`config.mk`:
```
export PLATFORM = sky130hd
export DESIGN_NAME = load_store_unit
export DESIGN_NICKNAME = d
export VERILOG_FILES = /design/src/rtl/load_store_unit.sv
export SDC_FILE = /design/constraint.sdc
export NUM_CORES = 1
export LEC_CHECK = 0
export ABC_AREA = 1
export ABC_CLOCK_PERIOD_IN_PS = 1500
export CAP_MARGIN = 30
export CORE_MARGIN = 4
export CORE_UTILIZATION = 47
export CTS_CLUSTER_DIAMETER = 200
export DETAILED_ROUTE_END_ITERATION = 16
export GPL_ROUTABILITY_DRIVEN = 1
export PLACE_DENSITY_LB_ADDON = 0.05
export REMOVE_ABC_BUFFERS = 1
export SLEW_MARGIN = 20
export SYNTH_ARGS = -nofsm -noshare
export SYNTH_HDL_FRONTEND = slang
export SYNTH_SLANG_ARGS = --single-unit
```
`constraint.sdc`:
```
create_clock -name clk -period 1.5 [get_ports clk]
set_input_delay 0.225 -clock clk [delete_from_list [all_inputs] [get_ports clk]]
set_output_delay 0.225 -clock clk [all_outputs]
set_load 0.005 [all_outputs]
```
`src/rtl/load_store_unit.sv`:
```
// load_store_unit: multicycle aligned load/store engine for a single-port word RAM.
// Sub-word stores read the word, merge the new lane and write it back.
module load_store_unit (
    input  logic        clk,
    input  logic        reset,
    input  logic        start_i,
    input  logic        we_i,
    input  logic [2:0]  funct3_i,
    input  logic [31:0] addr_i,
    input  logic [31:0] wdata_i,
    output logic        ram_we_o,
    output logic [31:0] ram_addr_o,
    output logic [31:0] ram_data_o,
    input  logic [31:0] ram_data_i,
    output logic [31:0] rdata_o,
    output logic        busy_o,
    output logic        done_o,
    output logic        err_o
);
    typedef enum logic [2:0] {IDLE, READ, CAPTURE, WRITE, DONE} state_t;
    state_t state, state_nx;
    logic        we_q;
    logic [2:0]  f3_q;
    logic [1:0]  off_q;
    logic [15:0] wdata_q;
    logic [31:0] addr_q;
    logic [31:0] wr_data_q;
    logic [31:0] rdata_q;
    logic        err_q;
    logic        accept;
    logic        illegal;
    logic        misaligned;
    logic        err_in;
    logic [4:0]  sh_b;
    logic [4:0]  sh_h;
    logic [7:0]  byte_lane;
    logic [15:0] half_lane;
    logic [31:0] load_val;
    logic [31:0] merged;
    always_comb begin
        accept     = state == IDLE && start_i;
        illegal    = we_i ? (funct3_i[2] || funct3_i[1:0] == 2'b11)
                          : (funct3_i == 3'b011 || funct3_i[2:1] == 2'b11);
        misaligned = (funct3_i[1:0] == 2'b01 && addr_i[0]) ||
                     (funct3_i[1:0] == 2'b10 && addr_i[1:0] != 2'b00);
        err_in     = illegal || misaligned;
    end
    // Lane extraction for loads and lane replacement for sub-word stores.
    always_comb begin
        sh_b      = {off_q, 3'b000};
        sh_h      = {off_q[1], 4'b0000};
        byte_lane = 8'(ram_data_i >> sh_b);
        half_lane = off_q[1] ? ram_data_i[31:16] : ram_data_i[15:0];
        case (f3_q)
            3'b000:  load_val = {{24{byte_lane[7]}}, byte_lane};
            3'b100:  load_val = {24'b0, byte_lane};
            3'b001:  load_val = {{16{half_lane[15]}}, half_lane};
            3'b101:  load_val = {16'b0, half_lane};
            default: load_val = ram_data_i;
        endcase
        merged = f3_q[0]
            ? (ram_data_i & ~(32'h0000FFFF << sh_h)) | ({16'b0, wdata_q} << sh_h)
            : (ram_data_i & ~(32'h000000FF << sh_b)) | ({24'b0, wdata_q[7:0]} << sh_b);
    end
    always_ff @(posedge clk) begin
        if (reset) state <= IDLE;
        else       state <= state_nx;
    end
    always_comb begin
        state_nx = state;
        case (state)
            IDLE:    state_nx = !accept ? IDLE
                              : err_in ? DONE
                              : (we_i && funct3_i[1:0] == 2'b10) ? WRITE : READ;
            READ:    state_nx = CAPTURE;
            CAPTURE: state_nx = we_q ? WRITE : DONE;
            WRITE:   state_nx = DONE;
            default: state_nx = IDLE;
        endcase
    end
    always_ff @(posedge clk) begin
        if (reset) begin
            we_q      <= 1'b0;
            f3_q      <= 3'b0;
            off_q     <= 2'b0;
            wdata_q   <= 16'b0;
            addr_q    <= 32'b0;
            wr_data_q <= 32'b0;
            rdata_q   <= 32'b0;
            err_q     <= 1'b0;
        end else if (accept) begin
            we_q    <= we_i;
            f3_q    <= funct3_i;
            off_q   <= addr_i[1:0];
            wdata_q <= wdata_i[15:0];
            err_q   <= err_in;
            if (!err_in) begin
                addr_q    <= {addr_i[31:2], 2'b00};
                wr_data_q <= wdata_i;
            end
        end else if (state == CAPTURE) begin
            if (we_q) wr_data_q <= merged;
            else      rdata_q   <= load_val;
        end
    end
    always_comb begin
        ram_we_o   = state == WRITE;
        ram_addr_o = addr_q;
        ram_data_o = wr_data_q;
        rdata_o    = rdata_q;
        busy_o     = state != IDLE;
        done_o     = state == DONE;
        err_o      = err_q;
    end
endmodule
```
==> results of run 1 <==
## routing by layer
metal / wire [um] / share of wire / track usage / vias to the layer above
met4: 561 / 0.025 / 0.104 / 0
met1: 9150 / 0.41 / 0.360 / 3377
met3: 1980 / 0.090 / 0.0681 / 47
met5: 0 / 0 / 0 / -
met2: 10400 / 0.47 / 0.474 / 329
li1: - / - / - / 3691
## state kept, by name, indices dropped and copies added, names as in the netlist
register / flops
we_q: 1
f3_q: 3
state: 3
rdata_o: 32
err_o: 1
ram_data_o: 32
off_q: 2
wdata_q: 16
ram_addr_o: 30
## timing repair
item / 4_1_cts / 5_1_grt
resized for setup: 40 / 90
buffers inserted: 0 / 1
pin swaps: 0 / 2
hold endpoints to repair: 0 / 0
hold buffers: 0 / 0
cloned: 0 / 1
setup endpoints to repair: 54 / 113
## metrics by stage
step / utilization / setup WS (ps)
after floorplan: - / -1230
after global placement: 0.687 / -159
after detailed placement: 0.687 / -244
after CTS: 0.733 / 0.281
after global routing: 0.753 / -7.54
final: 0.753 / 31.7
## tightest hold or removal path: stages
cell and delay [ps]:
clkdlybuf4s50_1 390, nand2_1 80, a21oi_1 60
## synth_stat cells
cell type / n
buf_1: 2
a21oi_1: 42
nand2_4: 2
clkbuf_1: 25
buf_6: 3
nand2_2: 3
o21ai_0: 127
inv_2: 6
nand3_2: 1
or2_1: 1
nand4_1: 17
conb_1: 1
a21o_1: 7
buf_4: 11
nand2_1: 252
dfxtp_1: 120
buf_2: 25
nor2_2: 2
nor3_1: 1
o21a_1: 1
nand3_1: 76
nor2_1: 206
inv_1: 64
o21bai_1: 1
o22ai_1: 1
o211ai_1: 3
o21ai_1: 10
## final cells by class
type                    instances  area [um^2]
fillers                      1054         3180
inverters                      70          273
well taps                     172          215
flip-flops and latches        120         2410
multi-input cells             755         3340
clock buffers                  23          498
clock inverters                 8          118
repair buffers                269         2840
## power by group
group / leakage (uW) / switching (uW) / total (uW) / internal, uW
clock network: 0.000305 / 1480 / 4290 / 2810
logic: 0.00413 / 1250 / 2370 / 1120
registers: 0.000984 / 139 / 3550 / 3410
total: 0.00542 / 2870 / 10200 / 7330
## worst max-delay path by stage
stage / to / startpoint
3_5_place_dp: ram_data_o[15]$_SDFFE_PP0P_ / addr_i[0]
4_1_cts: rdata_o[16] / rdata_o[16]$_SDFFE_PP0P_
5_1_grt: busy_o / state[1]$_SDFF_PP0_
2_1_floorplan: ram_data_o[0]$_SDFFE_PP0P_ / state[1]$_SDFF_PP0_
3_3_place_gp: rdata_o[17]$_SDFFE_PP0P_ / ram_data_i[31]
6_report: rdata_o[25] / rdata_o[25]$_SDFFE_PP0P_
## logic make-up after synthesis
group / after synthesis / share of synthesized area
buf+inv: 136 / 0.0964
simple gates: 561 / 0.363
flops: 120 / 0.382
other cells: 1 / 0.000597
compound gates: 192 / 0.158
==> results.json, run 1 <==
{
  "final_common_cell": "nand2_1",
  "slew_viol_final": 0,
  "drv_cap": 0,
  "clock-sinks": 120,
  "finalSetupViolCount": 0,
  "hold_path_end": "wdata_q[12]$_SDFFE_PP0P_",
  "min_path_cells": 3,
  "dieWidth_um": 124,
  "required_ps": 1270,
  "die_h_um": 124,
  "worst-r2r-cell-count": 9,
  "cts_buffers": 17,
  "rrSetupSlack_ps": 100,
  "crit_buf_inv": 1,
  "io_pins": 203,
  "crit_fanout": 2,
  "layout.cell_area.non_filler_um2": 9700,
  "vias": 7444,
  "dp_cells": 1384,
  "worstHoldStart": "wdata_i[12]",
  "placed_cell_area_um2": 8840,
  "fin_cells": 1417,
  "synth.ff_latch_count": 120,
  "grt_max_degree": 61,
  "final_cell_mix": "247 x nand2_1, 200 x nor2_1, 124 x o21ai_0",
  "rsz0062_at_grt": "yes",
  "slowest_stage": "clkdlybuf4s50_1",
  "avgRoutedWirePerCell_um": 15.6,
  "critPathKind": "flip-flop to primary output",
  "worstPathCellList": "clkdlybuf4s50_1",
  "reg2reg_to": "ram_data_o[24]$_SDFFE_PP0P_",
  "clock_latency_ps": 420,
  "synth_top_area_frac": 0.382,
  "synthesis.area_um2": 6280,
  "power_uw": 10200,
  "fin_crit_sh": 0.979,
  "vdd_drop_max_mv": 0.844,
  "antennaDiodeCount": 0,
  "dpl.hpwl_um": 15600,
  "drc": 0,
  "tns_ps": 0,
  "p_per_area_nw_per_um2": 1050,
  "coreArea_um2": 12900,
  "synth_cells": 1010,
  "h-tree-depth": 4,
  "hp-class": "input port to flip-flop",
  "drt_first_pass_iters": 6,
  "rows": 41,
  "grt_pass1_wl_um": 34100,
  "outcome": "complete, no violations",
  "cp_num_cells": 1,
  "overflow": 0,
  "first_global_vias": 6767,
  "cp.arrival_ps": 1240,
  "r2r-start": "state[1]$_SDFF_PP0_",
  "cts_tree": "yes",
  "ys_warn_count": 0,
  "antenna_found_initial": 0,
  "avgViaCountPerCell": 5.25,
  "clock-root-buffer": "clkbuf_16",
  "track_usage": 0.285,
  "yosys.area.top_type": "dfxtp_1",
  "areaGrowthSynthToFinish_pct": 54.3,
  "syn_area_per_cell_um2": 6.22,
  "fin_skew_ps": 7.21,
  "port_buffers": 200,
  "max_freq_ghz": 0.681,
  "clk_pin_slew_ps": 60,
  "yosys-top-cells-area": "dfxtp_1 38%, nand2_1 15%, nor2_1 12%, o21ai_0 10%, nand3_1 6.1%",
  "start_util": 0.488,
  "ys_seq_area_frac": 0.382,
  "clk_path_buf_depth": 2,
  "gp_congestion": 0.925,
  "die-area_um2": 15300,
  "drive_gt1_frac": 0.109,
  "crit_path_end_kind": "primary output",
  "ys_types": 27,
  "critPathLaunchType": "flip-flop",
  "p_leak_uw": 0.00542,
  "critical_path.top_delay_family": "buffers and inverters",
  "drt_first_iter_violations": 652,
  "ant_nets": 0,
  "final_nets": 1336,
  "hold-worst-slack_ps": 383,
  "slowest_delay_ps": 500,
  "fin_crit_ps": 1470,
  "wl_um": 22100,
  "finalHoldViolations": 0
}
(Power assumes the default switching activity.)
==> inputs of run 2 (changes only) <==
--- a/config.mk
+++ b/config.mk
@@ -9,7 +9,7 @@
 export ABC_CLOCK_PERIOD_IN_PS = 1500
 export CAP_MARGIN = 30
 export CORE_MARGIN = 4
-export CORE_UTILIZATION = 47
+export CORE_UTILIZATION = 38
 export CTS_CLUSTER_DIAMETER = 200
 export DETAILED_ROUTE_END_ITERATION = 16
 export GPL_ROUTABILITY_DRIVEN = 1
==> run 2 against run 1 <==
Via count shrank 3.0%. Clock power is 11% higher. Cell area increased by 2.5%. Sequential share of layout area shrank 0.55 points. Highest routed layer unchanged. Fmax fell by 1.1%. Non-clock buffer count rose by 13. Cell count increased by 4.1%. Combinational power rose by 2%. Largest power group unchanged. Sequential power hardly changed. Die area rose by 22%. Global-route usage decreased by 5.3 points. Clock skew up 1.4 ps.
==> results.json, run 2 (same netlist as run 1, synthesis figures left out) <==
{
  "rows": 46,
  "cts_tree": "yes",
  "vdd_drop_max_mv": 0.876,
  "ant_nets": 0,
  "outcome": "complete, no violations",
  "clock-root-buffer": "clkbuf_16",
  "tns_ps": 0,
  "slew_viol_final": 0,
  "hold-worst-slack_ps": 389,
  "clk_pin_slew_ps": 60,
  "crit_fanout": 3,
  "avgRoutedWirePerCell_um": 15.3,
  "dieWidth_um": 137,
  "regArea_um2": 2420,
  "drv_cap": 0,
  "overflow": 0,
  "grt_pass1_wl_um": 34200,
  "gp_congestion": 0.881,
  "die-area_um2": 18700,
  "first_global_vias": 6850,
  "p_per_area_nw_per_um2": 1080,
  "cts_buffers": 17,
  "dpl.hpwl_um": 16300,
  "port_buffers": 200,
  "final_cell_mix": "248 x nand2_1, 204 x nor2_1, 119 x clkdlybuf4s50_1",
  "fin_crit_ps": 1490,
  "coreArea_um2": 16100,
  "fin_skew_ps": 8.62,
  "track_usage": 0.232,
  "finish.utilization": 0.619,
  "finalHoldViolations": 0,
  "cp.arrival_ps": 1260,
  "power_uw": 10700,
  "final_common_cell": "nand2_1",
  "p_leak_uw": 0.00545,
  "drt_first_pass_iters": 5,
  "clock_latency_ps": 420,
  "slowest_stage": "dfxtp_2",
  "avgViaCountPerCell": 4.90,
  "areaGrowthSynthToFinish_pct": 58.2,
  "multi_input_area_um2": 3320,
  "drt_first_iter_violations": 486,
  "fillCellCount": 1551,
  "crit_path_end_kind": "primary output",
  "die_h_um": 137,
  "start_util": 0.391,
  "rsz0062_at_grt": "yes",
  "final_nets": 1349,
  "grt_max_degree": 51,
  "clk_path_buf_depth": 2,
  "critPathLaunchType": "flip-flop",
  "io_pins": 203,
  "vias": 7221,
  "fin_crit_sh": 0.990,
  "drc": 0,
  "critPathKind": "flip-flop to primary output",
  "hp-class": "input port to flip-flop",
  "antenna_found_initial": 0,
  "drive_gt1_frac": 0.122,
  "worstPathCellList": "buf_4 > nor3_2 > clkdlybuf4s15_2",
  "clock-sinks": 120,
  "finalSetupViolCount": 0,
  "required_ps": 1270,
  "slowest_delay_ps": 330,
  "h-tree-depth": 4,
  "max_freq_ghz": 0.673,
  "wl_um": 22500,
  "antennaDiodeCount": 0
}
==> run 2: changes by cell type in the layout (fill, tap and decap cells not counted), sizes merged <==
cell,change
dlymetal6s2s,-3
clkbuf,-4
clkinv,+2
clkdlybuf4s50,+9
buf,+12
bufinv,+3
dlygate4sd2,-6
clkinvlp,+1
==> run 2: worst max-delay path, delay by kind of cell (launching register included) <==
kind          cells  cell delay, ps
simple gates      1             160
flops             1             330
buf+inv           2             350
==> run 2: area by class of cell <==
cell class	count	area share
Tap cell	216	0.0272
Clock buffer	18	0.0442
Timing Repair Buffer	282	0.299
Multi-Input combinational cell	755	0.334
Inverter	70	0.0272
Sequential cell	120	0.243
Clock inverter	14	0.0249
==> run 2: per-stage QoR <==
step | std cells | cell area (um^2) | setup WS (ps)
floorplan | 945 | 5950 | -1230
global placement | 1435 | 8970 | -176
detailed placement | 1435 | 8970 | -218
CTS | 1467 | 9650 | -1.99
global route | 1475 | 9940 | -61.1
finish | 1475 | 9940 | 14.9
==> run 2: path summary, 6_finish.rpt <==
path	from	to	slack, ps	cells after the start
setup / recovery	state[0]$_SDFF_PP0_	done_o	10	3
hold / removal	wdata_i[4]	wdata_q[4]$_SDFFE_PP0P_	390	3
setup reg to reg	state[1]$_SDFF_PP0_	state[1]$_SDFF_PP0_	50	9
hold reg to reg	ram_addr_o[2]$_SDFFE_PP0N_	ram_addr_o[2]$_SDFFE_PP0N_	480	2
==> run 2: power by group <==
part	internal (uW)	switching, uW
combinational	1160	1250
clock	3170	1580
sequential	3410	135
total	7740	2960
==> run 2: what timing repair did <==
item	4_1_cts	5_1_grt
setup endpoints to repair	37	121
gates resized for setup	39	89
gates cloned	0	2
pin swaps	0	1
hold buffers	0	0
buffers inserted	0	6
==> run 2: layer usage <==
layer  vias to the layer above  share of wire  GRT usage
met1                      3236           0.44      0.292
met3                        34          0.064     0.0471
met5                         -              0          0
li1                       3714              -          -
met2                       237           0.47      0.390
met4                         0          0.023     0.0946
==> variant, RTL diff (settings of run 1) <==
The 5 states of `state_t` get a one-hot encoding in 5 bits.
--- a/src/rtl/load_store_unit.sv
+++ b/src/rtl/load_store_unit.sv
@@ -17,7 +17,7 @@
     output logic        done_o,
     output logic        err_o
 );
-    typedef enum logic [2:0] {IDLE, READ, CAPTURE, WRITE, DONE} state_t;
+    typedef enum logic [4:0] {IDLE = 5'b00001, READ = 5'b00010, CAPTURE = 5'b00100, WRITE = 5'b01000, DONE = 5'b10000} state_t;
     state_t state, state_nx;
     logic        we_q;
     logic [2:0]  f3_q;
Behaviour: same outputs for any inputs over 4 cycles, from zero or initial values and one cycle with reset high; so few cycles prove little.
==> variant against run 1 <==
The run now ends with setup timing left; area after synthesis increased by 9.4%; sequential cell count increased by 2; power increased by 8.8%; largest cell class unchanged; worst hold slack improved by 0.0077 ns; cell count increased by 13%; critical path type is now reg2reg; setup slack got worse by 0.21 ns; register-to-register slack got worse by 0.28 ns; first-iteration DRC count increased by 1.5%; combinational power increased by 35%; sequential share of layout area decreased by 2.8 points; design area increased by 15%; wire length increased by 21%.
==> variant: results (changes against run 1) <==
logic_synthesis:
  ys_top_cells_by_area: "dfxtp_1, nand2_1, nor2_1"  # unchanged
  yosysSeqAreaShare: 0.3552  # was 0.3822
  netlist-cell-type-count: 30  # was 27
  synth_cells: 1153  # was 1010
  post_synth_top_cells: "nand2_1, nor2_1, nand3_1"  # was nand2_1, nor2_1, o21ai_0
critical_path:
  cp_data_arrival_time_ns: 2.00  # was 1.24 ns
  critical-path-top-delay-family: "simple AND/OR/NAND/NOR gates"  # was buffers and inverters
  critical_path.startpoint: "state[3]$_SDFF_PP0_"  # was rdata_o[25]$_SDFFE_PP0P_
  crit_path_max_fanout: 13  # was 2
  critical_path.slowest_cell: "dfxtp_2"  # was clkdlybuf4s50_1
  crit-reg2reg-capture: "ram_data_o[31]$_SDFFE_PP0P_"  # was ram_data_o[24]$_SDFFE_PP0P_
  worst_path_max_stage_delay_ns: 0.34  # was 0.50 ns
global_route:
  grt_pass1_vias: 7461  # was 6767
  all_layer_gr_usage: 0.2731  # was 0.2852
  grt_start_max_net_pins: 56  # was 61
  wire_length_of_the_first_global_routing_pass_um: 36670  # was 34070 um
routing:
  detailroute.via_count: 8528  # was 7444
  detailedRoute.firstPassIterationCount: 7  # was 6
  first_iter_violations: 662  # was 652
  wl_um: 26780  # was 22110 um
placed_design:
  dp.final_hpwl_um: 16200  # was 15640 um
  detailedPlace.worstSlack_ns: -0.4614  # was -0.2436 ns
layout:
  nNetsFinal: 1505  # was 1336
  post_route_cells_drive_above_1_share: 0.1880  # was 0.1092
status:
  status: "finished, violations left"  # was finished clean
  failed_checks: "setup timing"
timing:
  setup_viol_count_final: 59  # was 0
  timing.final.ws_setup_ns: -0.1810  # was 0.03170 ns
power:
  static-leakage-power_nw: 6.387  # was 5.421 nW
  irDropWorstVdd_mv: 0.8985  # was 0.8445 mV
variant: changes by cell type after synthesis, moves of 9 or more:
cell             run 1  this run
o211ai_1             3        14
buf_2               25        34
nand3_1             76       128
inv_1               64       101
o21ai_0            127        53
nand2_1            252       367
nand4_1             17         5
variant: where the power goes:
group	switching (mW)	total, mW	internal [mW]	leakage (nW)
sequential	0.142	3.58	3.44	1.00
clock	1.68	4.32	2.64	0.292
combinational	1.75	3.19	1.44	5.09
variant: cells by family after synthesis:
family                 Yosys count  synth area share
and+or+nand+nor                721            0.4351
AOI/OAI and AO/OA              130            0.1025
buffers and inverters          179            0.1066
other                            1         0.0005454
DFF                            122            0.3552
variant: worst min path at each step:
| stage | slack [ns] | start | end |
|---|---|---|---|
| floorplan | 0.29 | reset | err_o$_SDFFE_PP0P_ |
| finish | 0.39 | wdata_i[12] | wdata_q[12]$_SDFFE_PP0P_ |
| global route | 0.39 | wdata_i[7] | wdata_q[7]$_SDFFE_PP0P_ |
| CTS | 0.38 | wdata_i[14] | wdata_q[14]$_SDFFE_PP0P_ |
| global placement | 0.46 | err_o$_SDFFE_PP0P_ | err_o$_SDFFE_PP0P_ |
| detailed placement | 0.46 | err_o$_SDFFE_PP0P_ | err_o$_SDFFE_PP0P_ |
variant: per-layer routing:
| layer | up-vias | GRT usage | part of all wire |
|---|---|---|---|
| li1 | 4120 | - | - |
| met1 | 3927 | 0.3367 | 0.38 |
| met2 | 414 | 0.4805 | 0.50 |
| met3 | 67 | 0.05313 | 0.084 |
| met4 | 0 | 0.08400 | 0.033 |
| met5 | - | 0 | 0 |
variant: cell type report:
| type | instances | share of cell area |
|---|---|---|
| Tap cell | 180 | 0.02016 |
| Multi-Input combinational cell | 854 | 0.3666 |
| Timing Repair Buffer | 299 | 0.2996 |
| Clock buffer | 17 | 0.03807 |
| Inverter | 108 | 0.03774 |
| Sequential cell | 122 | 0.2211 |
| Clock inverter | 15 | 0.01680 |
variant: what timing repair did:
item | in CTS | in global routing
buffers inserted | 8 | 20
gates cloned | 1 | 12
gates resized for setup | 59 | 227
endpoints found under the hold margin | 0 | 0
setup endpoints to repair | 62 | 171
pin swaps | 6 | 34
variant: metrics by stage:
stage / area, sq um / setup TNS, ns / total power [mW]
2_1_floorplan: 6551 / -102.34 / 5.003
3_3_place_gp: 9380 / -18.72 / 6.253
3_5_place_dp: 9380 / -22.24 / 6.279
4_1_cts: 10120 / -0.004548 / 10.63
5_1_grt: 11170 / -9.161 / 11.57
6_report: 11170 / -4.368 / 11.10
variant: worst reg2reg max path: stages, from the launching register on:
cell and delay [ns]:
dfxtp_2 0.34, nor2_4 0.16, buf_4 0.14, nand4_4 0.15, nor2_4 0.19, buf_12 0.14
buf_12 0.11, nor2_4 0.04, buf_12 0.15, nor2_2 0.11, nor2_1 0.06
